$ cat config.mk
export PLATFORM = sky130hd
export DESIGN_NAME = sub_array_fifo_flat
export DESIGN_NICKNAME = d
export VERILOG_FILES = /design/src/rtl/sub_array_fifo_if.sv /design/src/rtl/sub_array_fifo.sv /design/src/flat_wrapper.sv
export SDC_FILE = /design/constraint.sdc
export NUM_CORES = 1
export LEC_CHECK = 0
export ABC_AREA = 1
export BUFFER_PORTS_ARGS = -buffer_cell sky130_fd_sc_hd__buf_4
export CAP_MARGIN = 20
export CORE_UTILIZATION = 50
export CTS_CLUSTER_DIAMETER = 40
export DETAILED_ROUTE_END_ITERATION = 10
export PLACE_DENSITY = 0.66
export SLEW_MARGIN = 30
export SYNTH_ARGS = -nofsm -noshare
export SYNTH_HDL_FRONTEND = slang
export SYNTH_SLANG_ARGS = --single-unit
$ cat constraint.sdc
create_clock -name clk -period 4.05 [get_ports clk]
set_input_delay 0.6075 -clock clk [delete_from_list [all_inputs] [get_ports clk]]
set_output_delay 0.6075 -clock clk [all_outputs]
set_load 0.02 [all_outputs]
$ cat src/rtl/sub_array_fifo_if.sv
// Bundle-stream interface for sub_array_fifo: producer side (in_*, sig_a..sig_d)
// and consumer side (out_*, sig_e..sig_h), plus the occupancy count.
interface sub_array_fifo_if #(
    parameter int W     = 2,
    parameter int N     = 3,
    parameter int EW    = 8,
    parameter int DEPTH = 4
);
    localparam int CW = $clog2(DEPTH + 1);

    logic                 in_valid;
    logic                 in_ready;
    logic                 sig_a;
    logic [W-1:0]         sig_b;
    logic [0:N-1][EW-1:0] sig_c;
    logic [EW-1:0]        sig_d [N];

    logic                 out_valid;
    logic                 out_ready;
    logic                 sig_e;
    logic [W-1:0]         sig_f;
    logic [0:N-1][EW-1:0] sig_g;
    logic [EW-1:0]        sig_h [N];

    logic [CW-1:0]        count;

    // master drives bundles in and takes them out; slave is the FIFO itself
    modport master (
        output in_valid, sig_a, sig_b, sig_c, sig_d, out_ready,
        input  in_ready, out_valid, sig_e, sig_f, sig_g, sig_h, count
    );

    modport slave (
        input  in_valid, sig_a, sig_b, sig_c, sig_d, out_ready,
        output in_ready, out_valid, sig_e, sig_f, sig_g, sig_h, count
    );
endinterface

$ cat src/rtl/sub_array_fifo.sv
// DEPTH-entry valid/ready FIFO carrying a bundle of scalar, vector, packed-array
// and unpacked-array signals, with optional element-order reversal on the output.
module sub_array_fifo #(
    parameter int W       = 2,
    parameter int N       = 3,
    parameter int EW      = 8,
    parameter int DEPTH   = 4,
    parameter bit REVERSE = 1'b0
) (
    input logic              clk,
    input logic              rst,
    sub_array_fifo_if.slave  bus
);
    localparam int PW = $clog2(DEPTH);
    localparam int CW = $clog2(DEPTH + 1);
    localparam logic [CW-1:0] FULL_COUNT = CW'(DEPTH);

    logic                 mem_a [DEPTH];
    logic [W-1:0]         mem_b [DEPTH];
    logic [0:N-1][EW-1:0] mem_c [DEPTH];
    logic [EW-1:0]        mem_d [DEPTH][N];

    logic [PW-1:0] wr_ptr;
    logic [PW-1:0] rd_ptr;
    logic [CW-1:0] count_q;
    logic          push;
    logic          pop;

    // Handshakes come from the count register only, so in_ready never sees out_ready.
    assign bus.in_ready  = (count_q != FULL_COUNT);
    assign bus.out_valid = (count_q != '0);
    assign bus.count     = count_q;
    assign push          = bus.in_valid & bus.in_ready;
    assign pop           = bus.out_valid & bus.out_ready;

    always_ff @(posedge clk) begin
        if (rst) begin
            wr_ptr  <= '0;
            rd_ptr  <= '0;
            count_q <= '0;
            for (int e = 0; e < DEPTH; e++) begin
                mem_a[e] <= 1'b0;
                mem_b[e] <= '0;
                mem_c[e] <= '0;
                for (int i = 0; i < N; i++) begin
                    mem_d[e][i] <= '0;
                end
            end
        end else begin
            if (push) begin
                mem_a[wr_ptr] <= bus.sig_a;
                mem_b[wr_ptr] <= bus.sig_b;
                mem_c[wr_ptr] <= bus.sig_c;
                for (int i = 0; i < N; i++) begin
                    mem_d[wr_ptr][i] <= bus.sig_d[i];
                end
                wr_ptr <= wr_ptr + 1'b1;
            end
            if (pop) begin
                rd_ptr <= rd_ptr + 1'b1;
            end
            case ({push, pop})
                2'b10:   count_q <= count_q + 1'b1;
                2'b01:   count_q <= count_q - 1'b1;
                default: count_q <= count_q;
            endcase
        end
    end

    // Head entry is always visible; reversal only permutes array elements.
    always_comb begin
        bus.sig_e = mem_a[rd_ptr];
        bus.sig_f = mem_b[rd_ptr];
        bus.sig_g = '0;
        for (int i = 0; i < N; i++) begin
            bus.sig_h[i] = '0;
        end
        for (int i = 0; i < N; i++) begin
            bus.sig_g[i] = mem_c[rd_ptr][REVERSE ? (N - 1 - i) : i];
            bus.sig_h[i] = mem_d[rd_ptr][REVERSE ? (N - 1 - i) : i];
        end
    end
endmodule

$ cat src/flat_wrapper.sv
// flat-port wrapper written by rule: the top's interface ports become plain ports
module sub_array_fifo_flat 
#(
    parameter int W       = 2,
    parameter int N       = 3,
    parameter int EW      = 8,
    parameter int DEPTH   = 4,
    parameter bit REVERSE = 1'b0
)
  (clk, rst, bus_in_valid, bus_sig_a, bus_sig_b, bus_sig_c, bus_sig_d, bus_out_ready, bus_in_ready, bus_out_valid, bus_sig_e, bus_sig_f, bus_sig_g, bus_sig_h, bus_count);
  sub_array_fifo_if #(.W(W), .N(N), .EW(EW), .DEPTH(DEPTH)) bus_i ();
  input logic clk;
  input logic rst;
  input wire logic [$bits(bus_i.in_valid)-1:0] bus_in_valid;
  input wire logic [$bits(bus_i.sig_a)-1:0] bus_sig_a;
  input wire logic [$bits(bus_i.sig_b)-1:0] bus_sig_b;
  input wire logic [$bits(bus_i.sig_c)-1:0] bus_sig_c;
  input wire logic [$bits(bus_i.sig_d)-1:0] bus_sig_d;
  input wire logic [$bits(bus_i.out_ready)-1:0] bus_out_ready;
  output wire logic [$bits(bus_i.in_ready)-1:0] bus_in_ready;
  output wire logic [$bits(bus_i.out_valid)-1:0] bus_out_valid;
  output wire logic [$bits(bus_i.sig_e)-1:0] bus_sig_e;
  output wire logic [$bits(bus_i.sig_f)-1:0] bus_sig_f;
  output wire logic [$bits(bus_i.sig_g)-1:0] bus_sig_g;
  output wire logic [$bits(bus_i.sig_h)-1:0] bus_sig_h;
  output wire logic [$bits(bus_i.count)-1:0] bus_count;
  assign bus_i.in_valid = bus_in_valid;
  assign bus_i.sig_a = bus_sig_a;
  assign bus_i.sig_b = bus_sig_b;
  assign bus_i.sig_c = bus_sig_c;
  assign bus_i.sig_d = {>>{bus_sig_d}};
  assign bus_i.out_ready = bus_out_ready;
  assign bus_in_ready = bus_i.in_ready;
  assign bus_out_valid = bus_i.out_valid;
  assign bus_sig_e = bus_i.sig_e;
  assign bus_sig_f = bus_i.sig_f;
  assign bus_sig_g = bus_i.sig_g;
  assign bus_sig_h = {>>{bus_i.sig_h}};
  assign bus_count = bus_i.count;
  sub_array_fifo #(.W(W), .N(N), .EW(EW), .DEPTH(DEPTH), .REVERSE(REVERSE)) u_core (.clk(clk), .rst(rst), .bus(bus_i));
endmodule
==> metrics.md, run 1 <==
| Metric | Value |
|---|---|
| Fin crit share | 0.744 |
| Die ar. | 19,000 um2 |
| Vias in the first global route | 6,196 |
| Slew headroom | 0.530 |
| CTS tree | done |
| Crit Path Max Fanout | 62 |
| Hold-fix buffers, CTS | 0 |
| Layout area overhead | 20.8% |
| Worst Hold Depth | 2 |
| Vias per std cell | 5.54 |
| Routability cong. | 0.756 |
| Total congestion overflow | 0 |
| Met2 WL | about 11,000 um |
| Crit end category | primary output |
| TritonRoute pass-1 iters | 4 |
| Post-synthesis area per instance | 10.8 um2 |
| Drt drc | 0 |
| CTS max path bufs | 3 |
| Pleak | between 0.004 and 0.005 uW |
| Routed wire per std cell | between 15 and 20 um |
| Dpl hpwl | around 12,000 um |
| Post-CTS Resized | 0 |
| CP required | about 3.4 ns |
| Max layer used | met4 |
| Die X | 138 um |
| Vias | ~6.6k |
| Initial antenna violation count | 0 |
| Cell Area, Synth | a little over 9000 um2 |
| CTS Sinks | 213 |
| All-Layer GR Usage | 0.227 |
| CTS Buf Count | 29 |
| Max Cap Viol | 0 |
| Antenna diodes | 0 |
| Initial DRC Count | 422 |
| R2R depth | 4 |
| Setup Fix Bufs, Post-CTS | 0 |
| Die Ht | roughly 140 um |
| H-Tree Depth | 1 |
| Worst setup SP type | flop |
| Worst EP arrival | between 2 and 2.5 ns |
| Nets | a little over 1k |
| Final setup violating endpoints | 0 |
| RR Endpoint | u_core.mem_c[1][22]$_SDFFCE_PN0P_ |
| Skew-Pair Late Insertion Delay | about 0.52 ns |
| Met3 wire length | 1310 um |
| IO Pins | 111 |
| Yosys cell types | 23 |
| Core Util, Final | 0.617 |
| Core box area | roughly 18,000 um2 |
| Setup CP Type | reg2out |
| Initial cell density of the core | 0.511 |
| Share of cells above drive strength 1 | 0.194 |
| Hold Path Class | in2reg |
| Setup TNS | 0 ns |
| Post-Route M1 WL | ~8700 um |
| Drt total wl | 21,000 um |
| Final hold vios | 0 |
| Max Freq | 0.332 GHz |
| Maximum vdd drop | 343 uV |
| R2r startpoint | u_core.wr_ptr[1]$_SDFFE_PP0P_ |
| Skew final | 0.00745 ns |
| Cell Area, Placed | 10,200 um2 |
| FILL cells | 1,517 |
| Register-to-register setup slack | 1.53 ns |
| First-pass GRT wire length | 32,600 um |
| Antenna viol nets, final | 0 |
| Pin count of the biggest net entering global routing | 103 |
| Number of port buffers | 110 |
| Rows | 49 |
| Pwr dens | 632 nW/um2 |
| RSZ-0062 raised after global routing | false |
| Post-Syn Nets | 913 |
| Storage cell area | 6310 um2 |
| Pins over their slew limit | 0 |
| CTS Root Buffer Type | clkbuf_16 |
| Design Area, Final | ~11,000 um2 |
| Gate count after technology mapping | about 850 |
| Least-Margin Pin Slew | around 0.70 ns |
| Final Critical Period | 3.01 ns |
| Clock transition at path regs | 0.06 ns |
| #FFs+latches synth | 213 |
| Sequential area share after synthesis | 0.685 |
| Outcome | finished clean |
| Critical Path Sink | bus_sig_h[11] |
| Area occupied by multi-input gates | 2410 um2 |
| Hold WS | 0.272 ns |
| Ys Warns | 0 |
synth_stat cells:
cell type / instances / area (um2)
dfxtp_1: 9 / 180
a21oi_1: 5 / 25.0
buf_1: 4 / 15.0
nand3_1: 3 / 15.0
nor3_1: 81 / 405
inv_2: 2 / 7.51
buf_4: 1 / 7.51
nor2_2: 1 / 6.26
nand3_4: 1 / 17.5
nand2_1: 19 / 71.3
nand4_2: 1 / 12.5
o22ai_1: 51 / 319
nand2_2: 4 / 25.0
inv_1: 65 / 244
edfxtp_1: 204 / 6130
ha_1: 5 / 62.6
nand4_1: 1 / 6.26
buf_2: 14 / 70.1
nor2_1: 228 / 856
nand2_4: 1 / 11.3
o21ai_0: 109 / 546
fa_1: 1 / 20.0
clkbuf_1: 42 / 158
critical path: stages, from the launching register on:
cell	delay, ns
dfxtp_4	0.61
buf_4	0.58
o21ai_0	0.20
o22ai_1	0.29
buf_4	0.20
power breakdown:
group | total, uW | internal, uW | switching (uW)
clock | 2340 | 1390 | 949
combinational | 1910 | 659 | 1250
sequential | 2790 | 2680 | 107
worst min-delay path by stage:
stage	from	to	slack, ns
CTS	rst	flop	0.25
detailed placement	u_core.rd_ptr[1]$_SDFFE_PP0P_	flop	0.51
floorplan	u_core.rd_ptr[1]$_SDFFE_PP0P_	flop	0.46
global route	rst	flop	0.26
finish	rst	flop	0.27
global placement	u_core.rd_ptr[1]$_SDFFE_PP0P_	flop	0.50
per-layer routing:
layer,vias up,global-route usage
li1,3178,-
met1,3207,0.297
met2,230,0.402
met3,30,0.0302
met4,0,0.0550
met5,-,0
per-stage QoR:
stage	cells	setup WS (ns)	power [uW]
floorplan	852	0.640	3980
global placement	1148	1.25	4720
detailed placement	1148	1.21	4750
CTS	1199	0.904	7080
global route	1199	0.860	7340
finish	1199	1.04	7030
area by class of cell:
type	count	share of cell area
clock inverter	19	0.0143
inverter	67	0.0226
tap	229	0.0258
multi-input combinational	511	0.217
clock buffer	32	0.0663
sequential	213	0.567
timing repair buffer	128	0.0867
cells in the final DEF, fill, tap and decap left out, types with 2 or more instances in the layout:
cell type and instances:
nand2_2 4, o21ai_0 106, clkinv_1 5, nor2_1 227, nor2_2 2, inv_6 2
clkinv_2 2, o22ai_1 51, clkbuf_16 29, edfxtp_1 204, clkinv_4 3, clkinvlp_4 3
buf_4 127, ha_1 5, inv_1 64, nand3_1 3, inv_8 3, inv_2 3
nand2_1 19, dfxtp_1 7, clkbuf_1 3, o21ai_2 3, a21oi_1 5, nor3_1 81
kinds of logic after synthesis:
| kind of cell | share of synthesized area |
|---|---|
| and+or+nand+nor | 0.155 |
| adders and majority gates | 0.00897 |
| DFF | 0.685 |
| AOI/OAI and AO/OA | 0.0966 |
| buffers and inverters | 0.0545 |
state kept, by name, indices dropped and copies added (netlist names), named ones only:
| signal | flops |
|---|---|
| u_core.rd_ptr | 2 |
| u_core.mem_b | 8 |
| u_core.mem_c | 96 |
| u_core.bus.count | 3 |
| u_core.mem_a | 4 |
| u_core.mem_d | 96 |
| u_core.wr_ptr | 2 |
Note: power is estimated with default switching activity, not from simulation.
==> run 2: changes to the inputs <==
--- a/config.mk
+++ b/config.mk
@@ -11,7 +11,7 @@
 export CORE_UTILIZATION = 50
 export CTS_CLUSTER_DIAMETER = 40
 export DETAILED_ROUTE_END_ITERATION = 10
-export PLACE_DENSITY = 0.66
+export PLACE_DENSITY = 0.69
 export SLEW_MARGIN = 30
 export SYNTH_ARGS = -nofsm -noshare
 export SYNTH_HDL_FRONTEND = slang
==> constraint.sdc (replaced) <==
create_clock -name clk -period 2.7 [get_ports clk]
set_input_delay 0.405 -clock clk [delete_from_list [all_inputs] [get_ports clk]]
set_output_delay 0.405 -clock clk [all_outputs]
set_load 0.02 [all_outputs]
==> run 2 against run 1 <==
Compared with the run above:
- sequential cell count unchanged
- global-route usage up 0.83 points
- core utilization up 1.6 points
- worst setup slack worse by 0.85 ns
- sequential power up 50%
- die area unchanged
- final cell count up 1.8%
- critical path depth up 1
- total power up 58%
- clock power up 69%
- count of clock-buffer cells in the layout down 1
- non-clock buffer count up 15
==> metrics.md, run 2 (same netlist as run 1, synthesis figures left out) <==
| Metric | Value |
|---|---|
| Outcome | finished clean |
| Register-to-register setup slack | 0.76 ns (-0.77 ns) |
| Net Sw Frac | 0.330 (+0.00241) |
| Sequential Power Share | 0.377 (-0.019) |
| P_sw | 3660 uW (+59%) |
| Fin crit share | 0.931 |
| First-pass GRT wire length | 33,600 um (+2.9%) |
| Vias in the first global route | 6,538 (+5.5%) |
| Die X | 138 um (unchanged) |
| Nets | 1,028 (+1.7%) |
| Final Power | 11,100 uW (+58%) |
| CTS Root Buffer Type | clkbuf_16 |
| CTS Buf Count | 31 (+6.9%) |
| RSZ-0062 raised after global routing | false |
| CP required | 2.30 ns (-1.14 ns) |
| Drt drc | 0 (unchanged) |
| Initial antenna violation count | 0 (unchanged) |
| CTS Sinks | 213 (unchanged) |
| Max Cap Viol | 0 (unchanged) |
| Hold Path Class | in2reg |
| Crit path largest cell delay | 0.46 ns (-0.15 ns) |
| Initial DRC Count | 508 (+20%) |
| Die Ht | 138 um (unchanged) |
| Worst EP arrival | 2.11 ns (-0.30 ns) |
| Die ar. | 19,000 um2 (unchanged) |
| Number of port buffers | 110 (unchanged) |
| RR Endpoint | u_core.mem_c[3][4]$_DFFE_PP_ |
| Skew-Pair Late Insertion Delay | 0.55 ns (+0.03 ns) |
| Hold WS | 0.0217 ns (-0.250 ns) |
| R2r startpoint | u_core.wr_ptr[0]$_SDFFE_PP0P_ |
| Maximum vdd drop | 652 uV (+90%) |
| Internal | 7420 uW (+57%) |
| Crit path max-delay cell type | dfxtp_4 |
| FILL cells | 1,489 (-1.8%) |
| Clock power frac | 0.356 (+0.024) |
| Vias per std cell | 5.47 (-1.4%) |
| Antenna viol nets, final | 0 (unchanged) |
| Crit Path Max Fanout | 35 (-44%) |
| CTS max path bufs | 3 (unchanged) |
| Layout area overhead | 24.0% |
| Slew headroom | 0.651 (+0.121) |
| Worst-path cell chain | inv_2 > buf_4 > o21ai_0 > o22ai_1 > buf_4 |
| Max Freq | 0.398 GHz |
| Worst setup SP type | flop |
| Pwr dens | 971 nW/um2 (+54%) |
| Top Registers | u_core.mem_c (96), u_core.mem_d (96), u_core.mem_b (8) |
| Pleak | 0.00464 uW (+3.3%) |
| CTS tree | done |
| Commonest non-fill, non-tap cell in the layout | nor2_1 |
| Core box area | 18,000 um2 (unchanged) |
| Clock transition at path regs | 0.06 ns (about the same) |
| Setup CP Type | reg2out |
| Pins over their slew limit | 0 (unchanged) |
| Worst hold start | rst |
| Pin count of the biggest net entering global routing | 43 (-58%) |
| Critical Path Sink | bus_sig_g[21] |
| Rows | 49 (unchanged) |
| Most frequent CP cell | buf_4 |
| Layout Cells excl Fill | 1,221 (+1.8%) |
| Commonest cells after routing, fill and taps aside | nor2_1, edfxtp_1, buf_4 |
| Drt total wl | 21,700 um (+3.4%) |
| Final hold vios | 0 (unchanged) |
| H-Tree Depth | 1 (unchanged) |
| Setup Fix Bufs, Post-CTS | 0 (unchanged) |
| All-Layer GR Usage | 0.236 (+0.00832) |
| Final setup violating endpoints | 0 (unchanged) |
| Total congestion overflow | 0 (unchanged) |
| IO Pins | 111 (unchanged) |
| Final Critical Period | 2.51 ns |
| Antenna diodes | 0 (unchanged) |
| Dpl hpwl | 12,700 um (+7.9%) |
| Vias | 6,673 (+0.42%) |
| Initial cell density of the core | 0.511 (unchanged) |
| Routed wire per std cell | 17.8 um (+1.6%) |
| Skew final | 0.0200 ns (+0.0126 ns) |
| Placed insts | 1,163 (+1.3%) |
| Share of cells above drive strength 1 | 0.217 (+0.0229) |
| Crit end category | primary output |
| Comb pwr share | 0.267 (-0.004) |
| Least-Margin Pin Slew | 0.522 ns (-0.182 ns) |
| R2R depth | 5 (+1) |
| TritonRoute pass-1 iters | 5 (+1) |
| Routability cong. | 0.760 (+0.49%) |
==> run 2: cell count changes in the layout (fill, tap and decap cells not counted) <==
| cell | change |
|---|---|
| clkinv_1 | -2 |
| inv_6 | +6 |
| bufinv_16 | +1 |
| clkinv_2 | -1 |
| clkinv_4 | +2 |
| clkbuf_16 | +2 |
| buf_4 | +12 |
| clkbuf_1 | -3 |
| clkinvlp_4 | +2 |
| buf_12 | +3 |
==> run 2: through the flow <==
step                      setup WS (ns)  setup TNS, ns   util  area [um2]
after floorplan                  -0.665         -35.90      -        9210
after global placement            0.708              0  0.575       10400
after detailed placement          0.682              0  0.575       10400
after CTS                         0.107              0  0.633       11400
after global routing             0.0459              0  0.633       11400
final                             0.186              0  0.633       11400
==> run 2: layout make-up <==
type                       count  area (um2)  share of cell area
multi-input combinational    511        2410               0.211
clock inverter                27         262              0.0229
timing repair buffer         143        1110              0.0977
inverter                      67         251              0.0220
clock buffer                  31         776              0.0680
sequential                   213        6310               0.553
tap                          229         287              0.0251
==> run 2: worst min path at each step <==
stage	cells past startpoint	end	slack (ns)
2_1_floorplan	2	flop	0.46
3_3_place_gp	2	flop	0.48
3_5_place_dp	2	flop	0.49
4_1_cts	2	flop	0.01
5_1_grt	2	flop	0.02
6_report	2	flop	0.02
==> run 2: metal layers <==
layer,global-route usage,routed length [um],up-vias
met3,0.0375,1270,31
li1,-,-,3211
met4,0.0700,415,0
met1,0.296,9140,3200
met2,0.419,10900,231
met5,0,0,-
==> run 2: power by group through the flow <==
| stage | sequential [uW] | clock [uW] | combinational [uW] |
|---|---|---|---|
| 2_1_floorplan | 4200 | 0 | 1780 |
| 3_3_place_gp | 4230 | 0 | 2940 |
| 3_5_place_dp | 4240 | 0 | 2970 |
| 4_1_cts | 4180 | 4010 | 2980 |
| 5_1_grt | 4220 | 4130 | 3220 |
| 6_report | 4180 | 3950 | 2960 |
==> run 2: repair_timing <==
item                       in CTS  in global routing
hold buffers                    0                  0
resized for setup               0                  1
setup endpoints to repair       0                  2
==> run 2: critical path: cells and delay by family, from the launching register on <==
kind,cells,cell delay (ns)
buffers and inverters,3,0.71
AOI/OAI and AO/OA,2,0.38
DFF,1,0.46
==> run 3: changes to the inputs <==
--- a/config.mk
+++ b/config.mk
@@ -11,7 +11,7 @@
 export CORE_UTILIZATION = 50
 export CTS_CLUSTER_DIAMETER = 40
 export DETAILED_ROUTE_END_ITERATION = 10
-export PLACE_DENSITY = 0.69
+export PLACE_DENSITY = 0.66
 export SLEW_MARGIN = 30
 export SYNTH_ARGS = -nofsm -noshare
 export SYNTH_HDL_FRONTEND = slang
==> constraint.sdc (replaced) <==
create_clock -name clk -period 2.85 [get_ports clk]
set_input_delay 0.4275 -clock clk [delete_from_list [all_inputs] [get_ports clk]]
set_output_delay 0.4275 -clock clk [all_outputs]
set_load 0.02 [all_outputs]
==> run 3 against run 2 <==
Compared with the run above:
- sequential cell count did not move
- total power fell by 5.7%
- critical path type unchanged
- register-to-register slack about the same
- sequential share of layout area increased by 0.073 points
==> metrics.md, run 3 (same netlist as run 1, synthesis figures left out) <==
| Metric | Value |
|---|---|
| Nets | 1,023 (-0.49%) |
| Pleak | 0.00463 uW (-0.29%) |
| Routed wire per std cell | 18.2 um (+2.5%) |
| Drt drc | 0 (unchanged) |
| Hold Path Class | in2reg |
| Critical Path Sink | bus_sig_g[21] |
| Drt total wl | 22,100 um (+1.9%) |
| R2R depth | 7 (+2) |
| RSZ-0062 raised after global routing | false |
| Vias per std cell | 5.61 (+2.7%) |
| Setup CP Type | reg2out |
| Initial DRC Count | 470 (-7.5%) |
| Share of cells above drive strength 1 | 0.207 (-0.00942) |
| Least-Margin Pin Slew | 0.588 ns (+0.0653 ns) |
| CTS tree | done |
| Number of port buffers | 110 (unchanged) |
| Layout area overhead | 23.8% |
| Total congestion overflow | 0 (unchanged) |
| Clock transition at path regs | 0.05 ns (about the same) |
| Hold-fix buffers, CTS | 0 (unchanged) |
| Hold WS | 0.0672 ns (+0.0455 ns) |
| Skew final | 0.0162 ns (-0.00381 ns) |
| Max Cap Viol | 0 (unchanged) |
| RR Endpoint | u_core.mem_c[3][6]$_DFFE_PP_ |
| Final hold vios | 0 (unchanged) |
| All-Layer GR Usage | 0.237 (+0.000935) |
| R2r startpoint | u_core.bus.count[0]$_SDFFE_PP0P_ |
| CP required | 2.42 ns (+0.12 ns) |
| Dpl hpwl | 12,400 um (-3.0%) |
| Cell Area, Placed | 10,400 um2 (about the same) |
| Worst EP arrival | 2.23 ns (+0.12 ns) |
| Skew-Pair Late Insertion Delay | 0.54 ns (about the same) |
| CTS Sinks | 213 (unchanged) |
| Die Ht | 138 um (unchanged) |
| Pwr dens | 917 nW/um2 (-5.5%) |
| Setup TNS | 0 ns (unchanged) |
| Initial cell density of the core | 0.511 (unchanged) |
| Register-to-register setup slack | 0.75 ns (about the same) |
| Worst setup SP type | flop |
| CTS max path bufs | 3 (unchanged) |
| Final setup violating endpoints | 0 (unchanged) |
| Antenna viol nets, final | 0 (unchanged) |
| Crit Path Max Fanout | 58 (+66%) |
| Design Area, Final | 11,400 um2 (-0.13%) |
| Fin crit share | 0.931 |
| Setup WS pre-CTS | 0.650 ns (-0.0319 ns) |
| Commonest non-fill, non-tap cell in the layout | nor2_1 |
| Commonest cells after routing, fill and taps aside | nor2_1, edfxtp_1, buf_4 |
| Vias | 6,808 (+2.0%) |
| Fin worst setup slack | 0.197 ns (+0.0110 ns) |
| Pin count of the biggest net entering global routing | 59 (+37%) |
| First-pass GRT wire length | 33,900 um (+0.97%) |
| TritonRoute pass-1 iters | 5 (unchanged) |
| H-Tree Depth | 1 (unchanged) |
| Final Critical Period | 2.65 ns |
| Maximum vdd drop | 557 uV (-15%) |
| Outcome | finished clean |
| Worst Hold Depth | 2 (unchanged) |
| IO Pins | 111 (unchanged) |
| Vias in the first global route | 6,546 (+0.12%) |
| Slew headroom | 0.608 (-0.0432) |
| Pins over their slew limit | 0 (unchanged) |
| Die ar. | 19,000 um2 (unchanged) |
| Max Freq | 0.377 GHz |
| Routability cong. | 0.740 (-2.6%) |
| CTS Root Buffer Type | clkbuf_16 |
| CTS Buf Count | 31 (unchanged) |
| Crit end category | primary output |
| Rows | 49 (unchanged) |
| Initial antenna violation count | 0 (unchanged) |
| Core box area | 18,000 um2 (unchanged) |
| Die X | 138 um (unchanged) |
| Antenna diodes | 0 (unchanged) |
| Top Registers | u_core.mem_c (96), u_core.mem_d (96), u_core.mem_b (8) |
run 3: repair_timing:
| item | 4_1_cts | 5_1_grt |
|---|---|---|
| resized for setup | 0 | 1 |
| endpoints found under the setup margin | 0 | 18 |
| buffers inserted | 0 | 1 |
run 3: layout make-up:
cell class,count,area (um2)
Fill cell,1455,6630
Sequential cell,213,6310
Multi-Input combinational cell,511,2410
Timing Repair Buffer,138,1130
Clock buffer,35,791
Tap cell,229,287
Inverter,67,255
Clock inverter,20,211
run 3: layer usage:
layer  global-route usage  share of wire  vias up
met5                    0              0        -
li1                     -              -     3209
met1                0.307           0.41     3308
met2                0.403           0.50      250
met3               0.0379          0.069       41
met4               0.0833          0.022        0
run 3: stage by stage:
stage	cells	power [uW]	utilization
2_1_floorplan	852	5660	-
3_3_place_gp	1157	6790	0.575
3_5_place_dp	1157	6820	0.575
4_1_cts	1212	10500	0.631
5_1_grt	1213	10900	0.632
6_report	1213	10500	0.632
run 3: worst min path at each step:
stage / slack (ns) / end / startpoint
after floorplan: 0.46 / flop / u_core.rd_ptr[1]$_SDFFE_PP0P_
after global placement: 0.49 / flop / u_core.rd_ptr[1]$_SDFFE_PP0P_
after detailed placement: 0.50 / flop / u_core.rd_ptr[1]$_SDFFE_PP0P_
after CTS: 0.06 / flop / rst
after global routing: 0.06 / flop / rst
final: 0.07 / flop / rst
run 3: worst max-delay path, cell delays in order, from the launching register on:
cell and delay, ns:
dfxtp_4 0.45, inv_2 0.33, buf_12 0.30, o21ai_0 0.12
o22ai_1 0.27, buf_4 0.20
run 3: report_power, final:
group	switching [uW]	total (uW)	internal, uW
clock	1390	3660	2280
sequential	141	3950	3810
combinational	1830	2840	1020
